**config.mk**
```make
export PLATFORM = sky130hd
export DESIGN_NAME = sel_encode_seq
export DESIGN_NICKNAME = d
export VERILOG_FILES = /design/src/rtl/sel_encode_seq.sv
export SDC_FILE = /design/constraint.sdc
export NUM_CORES = 1
export LEC_CHECK = 0
export CORE_AREA = 2 2 110 112
export DETAILED_ROUTE_END_ITERATION = 7
export DIE_AREA = 0 0 112 114
export PLACE_DENSITY = 0.61
export SYNTH_ARGS = -nofsm -noshare
export SYNTH_HDL_FRONTEND = slang
export SYNTH_SLANG_ARGS = --single-unit
```
**constraint.sdc**
```tcl
create_clock -name clk -period 2.65 [get_ports clk]
set_clock_uncertainty 0.15 [all_clocks]
set_input_delay 0.53 -clock clk [delete_from_list [all_inputs] [get_ports clk]]
set_output_delay 0.53 -clock clk [all_outputs]
set_load 0.02 [all_outputs]
```
**src/rtl/sel_encode_seq.sv**
```systemverilog
// Register-select encoder: IR fields to registered one-hot GRin/GRout strobes, either driven
// manually (Gra/Grb/Grc priority) or by an auto Rb/Rc-read, Ra-write sequence. Macro: SEL_R0_ZERO_EN.
module sel_encode_seq #(
    parameter int unsigned NREG   = 16,
    parameter int unsigned RW     = 4,
    parameter int unsigned RA_LSB = 23,
    parameter int unsigned RB_LSB = 19,
    parameter int unsigned RC_LSB = 15,
    parameter int unsigned C_W    = 19
) (
    input  logic            clk,
    input  logic            reset,
    input  logic [31:0]     ir_in,
    input  logic            ir_ld,
    input  logic            Gra,
    input  logic            Grb,
    input  logic            Grc,
    input  logic            Rin,
    input  logic            Rout,
    input  logic            BAout,
    input  logic            seq_start,
    output logic [31:0]     C,
    output logic [NREG-1:0] GRin,
    output logic [NREG-1:0] GRout,
    output logic            r0_zero,
    output logic            seq_busy,
    output logic            seq_done,
    output logic            sel_err
);

    typedef enum logic [2:0] {StIdle, StRdB, StRdC, StWrA, StDone} state_e;

    state_e          state_q, state_d;
    logic [31:0]     ir_q, ir_d;
    logic [NREG-1:0] grin_q, grin_d, grout_q, grout_d;
    logic            r0_zero_q, r0_zero_d, sel_err_q, sel_err_d;
    logic [RW-1:0]   ra_idx, rb_idx, rc_idx, sel_idx;
    logic            sel_any;
    logic            unused_ir;

    function automatic logic [NREG-1:0] dec(input logic [RW-1:0] idx);
        return {{(NREG-1){1'b0}}, 1'b1} << idx;
    endfunction

    // Fields come from the IR as it stands after this edge, so a same-cycle load is seen.
    assign ir_d   = (ir_ld && state_q == StIdle) ? ir_in : ir_q;
    assign ra_idx = ir_d[RA_LSB +: RW];
    assign rb_idx = ir_d[RB_LSB +: RW];
    assign rc_idx = ir_d[RC_LSB +: RW];
    assign unused_ir = ^ir_d;

    always_comb begin
        sel_any = Gra | Grb | Grc;
        sel_idx = rc_idx;
        if (Gra) begin
            sel_idx = ra_idx;
        end else if (Grb) begin
            sel_idx = rb_idx;
        end
    end

    always_comb begin
        state_d   = state_q;
        grin_d    = '0;
        grout_d   = '0;
        r0_zero_d = 1'b0;
        sel_err_d = 1'b0;
        unique case (state_q)
            StIdle: begin
                if (seq_start) begin
                    state_d = StRdB;
                    grout_d = dec(rb_idx);
                end else begin
                    sel_err_d = (Gra & Grb) | (Gra & Grc) | (Grb & Grc);
                    if (sel_any && Rin) grin_d = dec(sel_idx);
                    if (sel_any && (Rout || BAout)) grout_d = dec(sel_idx);
`ifdef SEL_R0_ZERO_EN
                    // Base-address read of R0 yields zero instead of the register.
                    if (sel_any && BAout && sel_idx == '0) begin
                        grout_d   = '0;
                        r0_zero_d = 1'b1;
                    end
`endif
                end
            end
            StRdB: begin
                state_d = StRdC;
                grout_d = dec(rc_idx);
            end
            StRdC: begin
                state_d = StWrA;
                grin_d  = dec(ra_idx);
            end
            StWrA:   state_d = StDone;
            StDone:  state_d = StIdle;
            default: state_d = StIdle;
        endcase
    end

    always_ff @(posedge clk) begin
        if (reset) begin
            state_q   <= StIdle;
            ir_q      <= '0;
            grin_q    <= '0;
            grout_q   <= '0;
            r0_zero_q <= 1'b0;
            sel_err_q <= 1'b0;
        end else begin
            state_q   <= state_d;
            ir_q      <= ir_d;
            grin_q    <= grin_d;
            grout_q   <= grout_d;
            r0_zero_q <= r0_zero_d;
            sel_err_q <= sel_err_d;
        end
    end

    assign C        = {{(32-C_W){ir_q[C_W-1]}}, ir_q[C_W-1:0]};
    assign GRin     = grin_q;
    assign GRout    = grout_q;
    assign r0_zero  = r0_zero_q;
    assign sel_err  = sel_err_q;
    assign seq_busy = (state_q != StIdle);
    assign seq_done = (state_q == StDone);

endmodule
```
Yosys cells after proc, flatten, opt, wreduce, memory -nomap -nowiden
Cells that the tools add are included.
{ "op_classes": {"mux": 11, "n_eq_ne": 5, "bitwise": 8, "shifts": 4, "n_reduce_logical": 7} }
{ "op_table": {"columns": ["cell", "n"], "rows": [
  ["16-bit 2-to-1 mux", 4],
  ["16-bit case mux with 2 select lines", 2],
  ["1-bit by 4-bit left shift with 16-bit output, first input constant", 4],
  ["27-bit 2-to-1 mux", 1],
  ["3-bit case mux with 4 select lines", 1],
  ["4-bit 2-to-1 mux", 2],
  ["3-bit by 2-bit equality test with 1-bit output, second input constant", 2],
  ["1-bit bitwise OR", 4],
  ["1-bit AND", 3],
  ["3-bit by 1-bit equality test with 1-bit output, second input constant", 1],
  ["3-bit equality test, second input constant", 1],
  ["1-bit logical AND", 3],
  ["3-bit zero test", 1],
  ["3-bit 2-to-1 mux", 1],
  ["3-bit nonzero test", 1],
  ["3-bit OR reduction", 1],
  ["2-bit inequality test, second input constant", 1],
  ["1-bit logical OR", 1],
  ["1-bit inverter", 1]
]} }
{ "totals": {"regBits": 63} }

Depth between registers and ports, before layout
Gate-level depths: netlist of the first run.
{ "logic_depth": {"ltp_word": 9, "ltp_mapped": 10, "ltp_nobuf": 6} }

Worst setup path after synthesis of the first run
OpenSTA, ideal clock, no wires.
{ "synth_timing": {"path_type": "in2reg", "start": "input port Grb", "end": "register grout_q[5] (netlist: GRout[5])", "path_stages": 6, "path_buffers": 1, "required_time_ps": 2383, "arrival_time_ps": 2155, "setup_ps": 117, "slack_ps": 228, "path_cell_list": "clkbuf_1 mux4_2 and2b_4 a32o_1 a21o_1 a22o_1"} }
{ "synth_via": {"elab_chain_cells": 6, "word_cells_on_any_way": 9, "classes_between": "1 x shift; 5 x mux; 2 x bitwise; 1 x reduce/logical"} }
{ "synth_rtl": {"columns": ["item", "line", "rtl"], "rows": [
  ["start, declared", "16", "input logic Grb,"],
  ["4-bit 2-to-1 mux / 1-bit bitwise OR (equally long branches)", "57, 53", null],
  ["4-bit 2-to-1 mux / 1-bit bitwise OR (equally long branches)", "55, 53", null],
  ["1-bit by 4-bit left shift with 16-bit output / 1-bit logical AND (equally long branches)", "42, 76", null],
  ["16-bit 2-to-1 mux (*)", "76", "if (sel_any && (Rout || BAout)) grout_d = dec(sel_idx);"],
  ["16-bit 2-to-1 mux (*)", "70", "if (seq_start) begin"],
  ["16-bit case mux with 2 select lines (*)", "68", "unique case (state_q)"],
  ["end signal, assigned", "112", "grout_q <= grout_d;"],
  ["end, declared", "35", "logic [NREG-1:0] grin_q, grin_d, grout_q, grout_d;"]
]} }
Every way passes the cells marked *; elsewhere a longest branch is shown, timed or not.
A chain may end at the register's enable or synchronous reset.

Worst setup path after layout of the first run
{ "layout_timing": {"start": "register state_q[2]", "end": "output port seq_busy"} }
{ "layout_via": {"elab_chain_cells": 1} }
{ "layout_rtl": {"columns": ["item", "line", "rtl"], "rows": [
  ["start, declared", "33", "state_e state_q, state_d;"],
  ["start signal, assigned", "102", "state_q <= StIdle;"],
  ["start signal, assigned", "109", "state_q <= state_d;"],
  ["3-bit nonzero test", "123", "assign seq_busy = (state_q != StIdle);"],
  ["end, declared", "26", "output logic seq_busy,"]
]} }
Every way passes these cells.

==> results of run 1 <==
## layout make-up
cell class / count / area, sq um
multi-input combinational: 284 / 1760
clock buffer: 10 / 229
clock inverter: 6 / 85.1
fill: 1149 / 6720
sequential: 63 / 1260
tap: 147 / 184
antenna: 1 / 2.50
timing repair buffer: 159 / 1460
inverter: 5 / 18.8
## power breakdown
part           internal (mW)  switching, mW
Sequential              1.02         0.0591
Clock                  0.819          0.435
Combinational          0.492          0.550
Total                   2.33           1.04
## cell usage in the layout (no fill, tap or decap), types with 7 or more instances in the layout
cell               n
a21oi_1           49
a31oi_1            8
buf_4             55
clkbuf_16          9
clkdlybuf4s50_1  102
dfxtp_1           63
nand2_1           71
nand2b_1           8
nand3_1           12
nor2_1            13
o21ai_0            7
o21ai_1            7
o22ai_1           22
## worst paths after layout
path,depth (start not counted),to,from,slack (ns)
max reg2reg,8,GRout[3],state_q[2],0.20
min,2,ir_q[4],ir_q[4],0.31
min reg2reg,2,ir_q[4],ir_q[4],0.31
max,2,seq_busy,state_q[2],0.12
## sequential cells by signal (all words and copies together) (netlist names)
name	flops
sel_err	1
GRout	16
GRin	16
ir_q	27
state_q	3
## Yosys cell counts, types with 5 or more instances
cell / count / share of area
nand3_1: 12 / 0.018
nor2_1: 13 / 0.014
nand3b_1: 6 / 0.013
a31oi_1: 9 / 0.017
or2_0: 7 / 0.013
dfxtp_1: 63 / 0.37
buf_4: 33 / 0.073
a21oi_1: 50 / 0.074
clkbuf_1: 12 / 0.013
o22ai_1: 22 / 0.041
mux2i_1: 7 / 0.021
nand2b_1: 8 / 0.015
o21ai_1: 7 / 0.010
o21ai_0: 7 / 0.010
nand2_1: 71 / 0.079
buf_2: 8 / 0.012
inv_1: 5 / 0.0056
## tightest hold or removal path, cell delays in order, from the launching register on
cell and delay, ns:
dfxtp_1 0.31, nand2_1 0.05, a21oi_1 0.05
## metal layers
layer	global-route usage	vias to the layer above	routed length [microns]
met1	0.209	1574	4690
met2	0.266	124	4840
li1	-	1658	-
met5	0	-	0
met4	0.0496	0	115
met3	0.0510	9	775
## per-stage QoR
step | instance area [sq um] | setup WS (ns) | utilization | std cells | TNS (ns)
3_5_place_dp | 4630 | -0.361 | 0.395 | 656 | -7.57
2_1_floorplan | 3380 | 0.228 | - | 408 | 0
5_1_grt | 5000 | 0.0390 | 0.427 | 675 | 0
4_1_cts | 4960 | -0.00504 | 0.424 | 674 | -0.00504
3_3_place_gp | 4630 | -0.427 | 0.395 | 656 | -7.56
6_report | 5000 | 0.124 | 0.427 | 675 | 0
## logic make-up (layout without fill, tap and decap cells)
group,count (synthesis),count (layout)
AND/OR/NAND/NOR,144,144
other,1,2
XOR/XNOR,1,1
AO/OA/AOI/OAI,124,124
multiplexers,14,14
flip-flops,63,63
buffers and inverters,61,180
## timing repair
action / CTS / global route
gates cloned: 0 / 0
gates resized for setup: 1 / 8
setup buffers: 2 / 0
setup endpoints to repair: 2 / 27
pin swaps: 1 / 3
==> summary.txt, run 1 <==
Status = finished clean
IO Port Bufs = 103
Max incr delay on CP = 0.59 ns
Gate count of the mapped netlist = 408
Clock root cell = clkbuf_16
Clk buf depth = 2
Worst Path Arrival = 1.85 ns
GRT Total Usage = 0.163
Hold_buf cts = 0
Critical Path, Cell by Cell = or3_1 -> clkdlybuf4s50_1
Mux contribution to synthesized area = 0.0574
Power per Cell Area = 675 mW/mm^2
CTS tree = built
Average wire per standard cell = 15.4 microns
Synthesized-area fraction occupied by and/or/nand/nor cells = 0.217
DRT Pass-1 Iters = 5
Clk slew on worst S/H paths = 0.06 ns
Flops & latches, synth = 63
Syn. warnings = 0
Max_slew headroom = 0.598
Final hold slack = 0.306 ns
Final #Nets = 564
Pin count of the biggest net entering global routing = 25
Count of final setup violators = 0
Maximum clock frequency = 396 MHz
Adder-Cell Fraction of Synth Area = 0
Max Cap Viol = 0
Placer's final routability congestion estimate = 0.883
Post-synthesis sequential area ratio = 0.373
I/O pins = 110
Post-Synth XOR/XNOR Area = 0.00259
Post-synth ARST share = 0
CP max FO = 8
CP delay by family, top = buffers and inverters
CORE AREA = 0.0117 sq mm
Hpwl dp = 7970 microns
Post-synth EDFFs = 0
Initial antenna violation count = 1
Post-Syn Nets = 450
Final hold vios = 0
Vias in the first global route = 3263
Initial Utilization = 0.288
Slew @ Worst Pin = 0.597 ns
Class of the worst hold path = register to register
Synth Flop Type = dfxtp_1
Worst path slowest cell = clkdlybuf4s50_1
Area Overhead vs Synth = 47.9%
Die area = 0.0128 sq mm
Largest family of logic cells by synthesized area = compound AO/OA/AOI/OAI gates
Tcrit/Tclk final = 0.953
Synth unique cells = 54
Critical path buffers and inverters = 1
Worst VDD drop = 0.301 mV
Routed Antenna Nets = 0
DR DRC count = 0
Skew-Pair Late Insertion Delay = 0.33 ns
CTS sink count = 63
Crit start category = register
Initial DRC Count = 119
Post-synthesis average cell area = 8.28 sq um
# H-tree levels = 3
First-pass GRT wire length = 16500 microns
Vias per cell = 4.99
Total number of vias = 3365
Die Wd = 112 microns
Share of cells above drive strength 1 = 0.184
Final worst path period need = 2.53 ns
Routed WL = 10400 microns
GRT overflow = 0
Die H = 114 microns
Crit Path Category = register to primary output
RSZ-0062 raised after global routing = false
Pins Over Slew Limit = 0
Rows = 40
Syn Std Cell Area = 0.00338 sq mm
Total power = 3.37 mW
Synth Area in Compound Gates = 0.234
Critical Path RT = 1.97 ns
Num CTS Buffers = 9
Setup crit end kind = primary output
P_leak = 1.82 nW
No activity file was read; power rests on OpenSTA's default activity.
==> run 2, diff against run 1 <==
- CORE_AREA: 2 2 110 112 -> 2 2 89 91
- DIE_AREA: 0 0 112 114 -> 0 0 91 93
- PLACE_DENSITY: 0.61 -> 0.85
==> run 2 against run 1 <==
Count of clock-buffer cells in the layout rose by 3. Final area down 3.6%. Critical path depth grew 1. Critical endpoint unchanged.
==> summary.txt, run 2 (synthesized netlist as in run 1, its figures left out) <==
M1 WL = 3860 microns (-18%)
GRT overflow = 0 (unchanged)
Final #Nets = 565 (+0.18%)
# H-tree levels = 3 (unchanged)
Critical Path RT = 1.97 ns (about the same)
Vias per cell = 5.31 (+6.5%)
Placer's final routability congestion estimate = 0.895 (+1.4%)
Vias in the first global route = 3244 (-0.58%)
Worst VDD drop = 0.365 mV (+22%)
Most common cell after layout, fill and taps aside = clkdlybuf4s50_1
CP max FO = 7 (-1)
Tcrit/Tclk final = 0.956 (+0.00280)
Clock root cell = clkbuf_8
Largest Register = ir_q
Worst Path Arrival = 1.85 ns (about the same)
RR Startpoint = state_q[0]
Met3 wire length = 652 microns (-16%)
Initial DRC Count = 199 (+67%)
Final Util = 0.640 (+0.213)
Power per Cell Area = 608 mW/mm^2 (-9.9%)
Hpwl dp = 7220 microns (-9.4%)
Pins Over Slew Limit = 0 (unchanged)
Share of cells above drive strength 1 = 0.174 (-0.00982)
Worst path slowest cell = clkdlybuf4s50_1
CTS sink count = 63 (unchanged)
DR DRC count = 0 (unchanged)
Max_slew headroom = 0.482 (-0.116)
Setup crit end kind = primary output
Final worst path period need = 2.53 ns (+0.00743 ns)
Die Wd = 91 microns (-19%)
Max incr delay on CP = 0.57 ns (-0.02 ns)
Post-Layout Cell Count = 630 (-6.7%)
Status = finished clean
Hold path startpoint = ir_q[10]
Diodes inserted = 0 (-1)
Initial Utilization = 0.449 (+0.160)
P_leak = 1.77 nW (-2.6%)
Most frequent cells in the layout = clkdlybuf4s50_1, nand2_1, dfxtp_1
Crit start category = register
Routed WL = 9470 microns (-9.1%)
Met2 Routed Length = 4710 microns (-2.8%)
Num CTS Buffers = 9 (unchanged)
Routed Antenna Nets = 0 (unchanged)
Slew @ Worst Pin = 0.771 ns (+0.174 ns)
CP delay by family, top = buffers and inverters
Placed Cells incl. Taps = 611 (-6.9%)
Max FFs per register = 27 (unchanged)
First-pass GRT wire length = 15200 microns (-8.0%)
Fillers = 640 (-44%)
Initial antenna violation count = 0 (-1)
Area Overhead vs Synth = 42.6%
Final hold vios = 0 (unchanged)
I/O pins = 110 (unchanged)
DR top layer = met4
Crit Path Category = register to primary output
RSZ-0062 raised after global routing = false
Skew-Pair Late Insertion Delay = 0.35 ns (+0.02 ns)
DRT Pass-1 Iters = 5 (unchanged)
Average wire per standard cell = 15.0 microns (-2.6%)
Maximum clock frequency = 395 MHz (-0.29%)
Count of final setup violators = 0 (unchanged)
GRT Total Usage = 0.226 (+0.0627)
Class of the worst hold path = register to register
CORE AREA = 0.00753 sq mm (-36%)
CTS tree = built
Pin count of the biggest net entering global routing = 27 (+8.0%)
Critical Path Source = state_q[2]
Clk slew on worst S/H paths = 0.06 ns (about the same)
Rows = 32 (-20%)
Critical path buffers and inverters = 2 (+1)
Clk buf depth = 2 (unchanged)
Die area = 0.00846 sq mm (-34%)
Die H = 93 microns (-18%)
IO Port Bufs = 103 (unchanged)
Critical Path, Cell by Cell = buf_4 -> or3_1 -> clkdlybuf4s50_1
Max Cap Viol = 0 (unchanged)
Total number of vias = 3346 (-0.56%)
## run 2: changes by cell type in the layout (fill, tap and decap cells not counted), moves of 2 or more
cell and change:
clkbuf_1 +2, clkbuf_16 -9, clkbuf_8 +10, mux2i_1 +2, mux2i_2 -2
## run 2: per-layer routing
layer  vias to the layer above  track usage
met1                      1529        0.256
li1                       1654            -
met2                       139        0.397
met3                        24       0.0637
met4                         0        0.101
met5                         -            0
## run 2: power breakdown
group          total (mW)  leakage [nW]  internal (mW)  switching (mW)
combinational        1.03          1.16          0.492           0.541
sequential           1.08         0.514           1.02          0.0574
clock               0.822        0.0936          0.459           0.362
total                2.93          1.77           1.97           0.961
## run 2: tightest hold or removal path: stages, from the launching register on
cell	delay, ns
dfxtp_1	0.31
nand2_1	0.05
a21oi_1	0.05
## run 2: worst paths after layout
kind                                   to  slack, ns  cells after the start
worst max register to register  GRout[13]       0.19                      7
worst max-delay path             seq_busy       0.12                      3
worst min register to register   ir_q[10]       0.31                      2
worst min-delay path             ir_q[10]       0.31                      2
## run 2: repair_timing
item,CTS,global route
gates resized for setup,1,6
pin swaps,1,3
hold buffers,0,0
buffers inserted,3,0
endpoints found under the setup margin,1,31
## run 2: cell type report
class / instances / area, sq um / share of cell area
Clock buffer: 13 / 149 / 0.0309
Clock inverter: 3 / 42.5 / 0.00883
Inverter: 5 / 18.8 / 0.00390
Multi-Input combinational cell: 284 / 1750 / 0.364
Sequential cell: 63 / 1260 / 0.262
Tap cell: 102 / 128 / 0.0265
Timing Repair Buffer: 160 / 1470 / 0.304
## run 2: metrics by stage
step / setup WS [ns] / hold slack [ns] / cell area, sq um / TNS (ns) / power, mW
finish: 0.117 / 0.306 / 4820 / 0 / 2.93
global route: 0.0208 / 0.318 / 4820 / 0 / 3.06
CTS: -0.00333 / 0.309 / 4800 / -0.00333 / 2.93
detailed placement: -0.406 / 0.300 / 4570 / -8.52 / 2.09
global placement: -0.334 / 0.291 / 4570 / -7.75 / 2.07
floorplan: 0.228 / 0.287 / 3380 / 0 / 1.72
